[config.mk]
export PLATFORM = sky130hd
export DESIGN_NAME = ibex_ex_sequencer
export DESIGN_NICKNAME = d
export VERILOG_FILES = /design/src/rtl/ibex_ex_sequencer.sv
export SDC_FILE = /design/constraint.sdc
export NUM_CORES = 1
export LEC_CHECK = 0
export CORE_MARGIN = 2
export CORE_UTILIZATION = 39
export DETAILED_ROUTE_END_ITERATION = 8
export PLACE_DENSITY = 0.81
export SLEW_MARGIN = 10
export SYNTH_ARGS = -nofsm -noshare
export SYNTH_HDL_FRONTEND = slang
export SYNTH_SLANG_ARGS = --single-unit
[constraint.sdc]
create_clock -name clk_i -period 1.45 [get_ports clk_i]
set_clock_uncertainty 0.15 [all_clocks]
set_input_delay 0.145 -clock clk_i [delete_from_list [all_inputs] [get_ports clk_i]]
set_output_delay 0.145 -clock clk_i [all_outputs]
set_load 0.05 [all_outputs]
[src/rtl/ibex_ex_sequencer.sv]
// ibex_ex_sequencer
// ID-side sequencer for the execution block. It issues each instruction to EX
// (multiply/divide enables and the ALU first-cycle flag), owns the two 34-bit
// intermediate-value registers EX iterates on, and captures each finished
// result into a single-entry retirement slot that feeds writeback.
//
// Optional feature: define IBEX_EX_SEQ_WATCHDOG_EN to build a busy watchdog
// that sets a sticky flag once the FSM has stayed in BUSY for MaxCycles
// cycles. Without the macro no counter is built and watchdog_o is 0.
//
// Ports
//   clk_i, rst_ni            clock, asynchronous active-low reset
//   setback_i                synchronous lockstep flush (highest priority)
//   instr_valid_i            ID presents an instruction to EX
//   mult_sel_i, div_sel_i    static multiply/divide decode
//   ex_valid_i, result_ex_i  EX result handshake and data
//   imd_val_we_i/_d_i        intermediate register writes from EX
//   wb_ready_i               writeback drains the retirement slot
//   mult_en_o, div_en_o      dynamic multiply/divide enables to EX
//   alu_instr_first_cycle_o  first EX cycle of the current instruction
//   multdiv_ready_id_o       slot can take a result this cycle
//   imd_val_q_o              intermediate register contents to EX
//   ex_done_o                instruction leaves EX this cycle
//   result_o, result_valid_o retirement slot contents
//   busy_o                   FSM is in BUSY
//   watchdog_o               sticky busy-timeout flag
module ibex_ex_sequencer #(
    parameter int unsigned MaxCycles = 40
) (
    input  logic             clk_i,
    input  logic             rst_ni,
    input  logic             setback_i,
    input  logic             instr_valid_i,
    input  logic             mult_sel_i,
    input  logic             div_sel_i,
    input  logic             ex_valid_i,
    input  logic [31:0]      result_ex_i,
    input  logic [1:0]       imd_val_we_i,
    input  logic [1:0][33:0] imd_val_d_i,
    input  logic             wb_ready_i,
    output logic             mult_en_o,
    output logic             div_en_o,
    output logic             alu_instr_first_cycle_o,
    output logic             multdiv_ready_id_o,
    output logic [1:0][33:0] imd_val_q_o,
    output logic             ex_done_o,
    output logic [31:0]      result_o,
    output logic             result_valid_o,
    output logic             busy_o,
    output logic             watchdog_o
);

    typedef enum logic {
        IDLE = 1'b0,
        BUSY = 1'b1
    } state_e;

    state_e           state_q, state_d;
    logic             result_valid_q, result_valid_d;
    logic [31:0]      result_q, result_d;
    logic [1:0][33:0] imd_val_q, imd_val_d;
    logic             accept;

    // The slot can take a new result if it is empty or being drained now.
    assign multdiv_ready_id_o = ~result_valid_q | wb_ready_i;
    assign accept             = ex_valid_i & multdiv_ready_id_o;

    // Enables follow instr_valid_i, which ID holds high for the whole
    // instruction, so they stay up through BUSY until the result is accepted.
    assign mult_en_o               = instr_valid_i & mult_sel_i & ~setback_i;
    assign div_en_o                = instr_valid_i & div_sel_i & ~setback_i;
    assign alu_instr_first_cycle_o = instr_valid_i & (state_q == IDLE);
    assign ex_done_o               = instr_valid_i & accept & ~setback_i;

    assign busy_o         = (state_q == BUSY);
    assign result_o       = result_q;
    assign result_valid_o = result_valid_q;
    assign imd_val_q_o    = imd_val_q;

    // Next-state logic
    always_comb begin
        state_d = state_q;
        case (state_q)
            IDLE: if (instr_valid_i && !accept) state_d = BUSY;
            // Dropping instr_valid_i in BUSY is an ID flush: back to IDLE.
            BUSY: if (accept || !instr_valid_i) state_d = IDLE;
            default: state_d = IDLE;
        endcase
        if (instr_valid_i && accept) state_d = IDLE;
        if (setback_i)               state_d = IDLE;
    end

    // Retirement slot and intermediate registers
    always_comb begin
        result_d       = result_q;
        result_valid_d = result_valid_q;
        imd_val_d      = imd_val_q;
        if (ex_done_o) begin
            // A capture wins over a same-cycle drain: the slot refills.
            result_d       = result_ex_i;
            result_valid_d = 1'b1;
        end else if (wb_ready_i) begin
            result_valid_d = 1'b0;
        end
        if (setback_i) result_valid_d = 1'b0;
        for (int k = 0; k < 2; k++) begin
            if (imd_val_we_i[k] && !setback_i) imd_val_d[k] = imd_val_d_i[k];
        end
    end

    always_ff @(posedge clk_i or negedge rst_ni) begin
        if (!rst_ni) begin
            state_q        <= IDLE;
            result_q       <= '0;
            result_valid_q <= 1'b0;
            imd_val_q      <= '0;
        end else begin
            state_q        <= state_d;
            result_q       <= result_d;
            result_valid_q <= result_valid_d;
            imd_val_q      <= imd_val_d;
        end
    end

`ifdef IBEX_EX_SEQ_WATCHDOG_EN
    localparam int unsigned CntW = $clog2(MaxCycles + 1);

    logic [CntW-1:0] cnt_q, cnt_d;
    logic            watchdog_q, watchdog_d;

    // Counts cycles spent in BUSY; saturates at MaxCycles so the flag
    // condition stays stable for arbitrarily long stalls.
    always_comb begin
        cnt_d      = cnt_q;
        watchdog_d = watchdog_q;
        if (state_d != BUSY) begin
            cnt_d = '0;
        end else if (state_q == BUSY && cnt_q != CntW'(MaxCycles)) begin
            cnt_d = cnt_q + 1'b1;
        end
        if (cnt_d == CntW'(MaxCycles) && state_d == BUSY) watchdog_d = 1'b1;
        if (setback_i) begin
            cnt_d      = '0;
            watchdog_d = 1'b0;
        end
    end

    always_ff @(posedge clk_i or negedge rst_ni) begin
        if (!rst_ni) begin
            cnt_q      <= '0;
            watchdog_q <= 1'b0;
        end else begin
            cnt_q      <= cnt_d;
            watchdog_q <= watchdog_d;
        end
    end

    assign watchdog_o = watchdog_q;
`else
    assign watchdog_o = 1'b0;
`endif

endmodule
==> metrics.md <==
| Metric | Value |
|---|---|
| Detailed Place HPWL | about 8800 um |
| Crit path max fanout | 2 |
| RSZ-0062 raised after global routing | yes |
| Pre-CTS WS | -0.358 ns |
| Antenna cells | 0 |
| CTS max path bufs | 2 |
| Synth cell types | 15 |
| H-tree depth | 3 |
| Row count | 36 |
| Filler cell count | 545 |
| Min-delay src | setback_i |
| Synth async-reset ratio | between 90% and 100% |
| Initial Util | around two fifths |
| Total routed wirelength | 11300 um |
| Metal2 WL | 6330 um |
| Worst EP arrival | roughly 1.3 ns |
| PwrDens | ~1300 nW/um^2 |
| Gpl congestion | between 0.7 and 0.8 |
| Synth area leader | dfrtp_1 |
| Slew Limit Fails | 0 |
| Worst IR Drop VDD | 915 uV |
| Die Width | between 100 and 150 um |
| Type of element capturing the critical path | primary output |
| Max_cap viols | 0 |
| Violated checks | setup timing |
| Largest net degree at the start of global routing | 58 |
| Final Core Density | slightly below 80% |
| Commonest cells in the synthesized netlist | dfrtp_1, mux2_2, mux2_4 |
| Layout cells sized above 1 | between 50% and 60% |
| Final worst path period share | 110% |
| Leak pwr | around 3.4 nW |
| Synthesized area per cell | 17.7 um^2 |
| Fin crit period | 1.59 ns |
| Setup ws final | -0.144 ns |
| Synthesized Nets | 336 |
| CTS Buf Count | 9 |
| Hold endpoint | result_valid_o$_DFFE_PN0P_ |
| Total Power | ~10 mW |
| Worst-path clk slew | 0.08 ns |
| CP required | 1.15 ns |
| CTS Sinks | 102 |
| Grt ovf | 0 |
| Antenna violations before repair | 0 |
| Drt wl/cell | around 19 um |
| # setup viols final | 34 |
| Worst min-delay path class | input port to register |
| FMAX | roughly 630 MHz |
| NumNets Final | 571 |
| Initial drt markers | just under 70 |
| Setup TNS | -2.29 ns |
| Max Used Layer | met4 |
| Worst r2r src | result_valid_o$_DFFE_PN0P_ |
| Synth Register Bits | ~100 |
| Setup slack, reg-to-reg | -0.10 ns |
| Clk Latency, worst-skew pair | roughly 0.36 ns |
| Final Hold Fails | 0 |
| Met3 WL | about 820 um |
| DRT Pass-1 Iters | 4 |
| Synth Flop Type | dfrtp_1 |
| Die Height | between 100 and 150 um |
| Vias | 2813 |
| Critical path class | register to primary output |
| Post-synth EDFFs | 0 |
| R2R cell count | 5 |
| Register area share after synthesis | a little under two thirds |
| Area Overhead vs Synth | 94.1% |
| Total track usage | approximately a fifth |
| IO Count | roughly 220 |
| Reg-to-reg critical path endpoint | result_o[20]$_DFFE_PN0P_ |
| Met1 wire length | 3950 um |
| Status | finished, violations left |
| Number of vias per cell | ~4.7 |
| TritonCTS clock tree | done |
| First-pass GRT wire length | 17800 um |
| Startpoint types | register |
| Post-DRT Antenna Nets | 0 |
| Count leader, synth | dfrtp_1 |
| Post-Syn Area | 3990 um^2 |
| Drt drc | 0 |
| I/O Buffers | 216 |
| Mapped Cells | approximately 230 |
| Hold path depth | 3 |
| Die area | around 11000 um^2 |
| Root Driver | clkbuf_8 |
| Vias in the first global route | 3281 |
| Yosys top cell area share | between 60% and 70% |
| Top area cells in the synthesized netlist | dfrtp_1, mux2_2, mux2_4, buf_6, nor2b_1 |
| Synthesis warning total | 0 |
| Area of the core | approximately 9900 um^2 |
==> registers in the layout, summed over array words and instances, names as in the netlist <==
| name | cells |
|---|---|
| result_valid_o | 1 |
| busy_o | 1 |
| imd_val_q_o | 68 |
| result_o | 32 |
==> cell families after synthesis <==
family / after synthesis / synth area share, %
flops: 102 / 63.9
buf+inv: 13 / 3.07
simple gates: 8 / 1.79
other cells: 1 / 0.0939
mux: 100 / 30.8
compound gates: 2 / 0.313
==> worst max path at each step <==
stage / start / endpoint / slack [ns] / depth (start not counted)
floorplan: result_valid_o$_DFFE_PN0P_ / result_o[10]$_DFFE_PN0P_ / -0.17 / 4
global placement: setback_i / imd_val_q_o[52]$_DFFE_PN0P_ / -0.28 / 5
detailed placement: setback_i / imd_val_q_o[56]$_DFFE_PN0P_ / -0.36 / 5
CTS: result_valid_o$_DFFE_PN0P_ / ex_done_o / -0.15 / 5
global route: result_valid_o$_DFFE_PN0P_ / ex_done_o / -0.20 / 5
finish: result_valid_o$_DFFE_PN0P_ / ex_done_o / -0.14 / 5
==> where the power goes <==
| group | switching, mW | leakage, nW | internal, mW |
|---|---|---|---|
| Sequential | 0.530 | 1.20 | 3.31 |
| Combinational | 2.29 | 2.16 | 2.57 |
| Clock | 0.875 | 0.0908 | 0.841 |
==> layout make-up <==
cell class                      count  area (um^2)  share of cell area (%)
Tap cell                          133          166                    2.15
Multi-Input combinational cell    111         1340                    17.3
Clock buffer                       14          153                    1.97
Clock inverter                      1         30.0                   0.387
Inverter                            1         7.51                  0.0969
Sequential cell                   102         2550                    32.9
Timing Repair Buffer              236         3500                    45.1
==> what timing repair did <==
item                                    in CTS  in global routing
gates resized for setup                      5                  2
hold buffers                                 1                  0
endpoints found under the setup margin       5                 36
pin swaps                                    1                  0
gates cloned                                 0                  2
buffers inserted                             4                  2
endpoints found under the hold margin      102                  0
==> worst max-delay path: stages, from the launching register on <==
cell	delay, ns
dfrtp_2	0.43
nand2b_4	0.09
nand3_4	0.08
buf_12	0.13
clkinvlp_4	0.07
buf_12	0.13
==> metal layers <==
layer  vias to the layer above  global-route usage [%]
met5                         -                       0
met4                         0                    9.14
met3                        19                    6.05
met2                       137                    39.1
met1                      1397                    22.3
li1                       1260                       -
==> placed cells by master, fill, tap and decap left out, types with 2 or more instances in the layout <==
cell type	synthesis	routed
buf_12	0	113
clkdlybuf4s50_1	0	107
dfrtp_1	102	101
mux2_2	72	72
mux2_4	28	28
buf_4	1	11
clkbuf_8	0	10
clkbuf_1	0	4
nor2b_4	1	2
and2_4	0	2
nor2b_2	0	2
clkbuf_16	0	2
==> stage by stage <==
stage | instances | cell area, um^2 | hold WS, ns
2_1_floorplan | 226 | 4010 | -0.301
3_3_place_gp | 574 | 7440 | -0.000403
3_5_place_dp | 574 | 7440 | 0.0124
4_1_cts | 594 | 7680 | 0.162
5_1_grt | 598 | 7750 | 0.0470
6_report | 598 | 7750 | 0.0401
(Power assumes the default switching activity.)
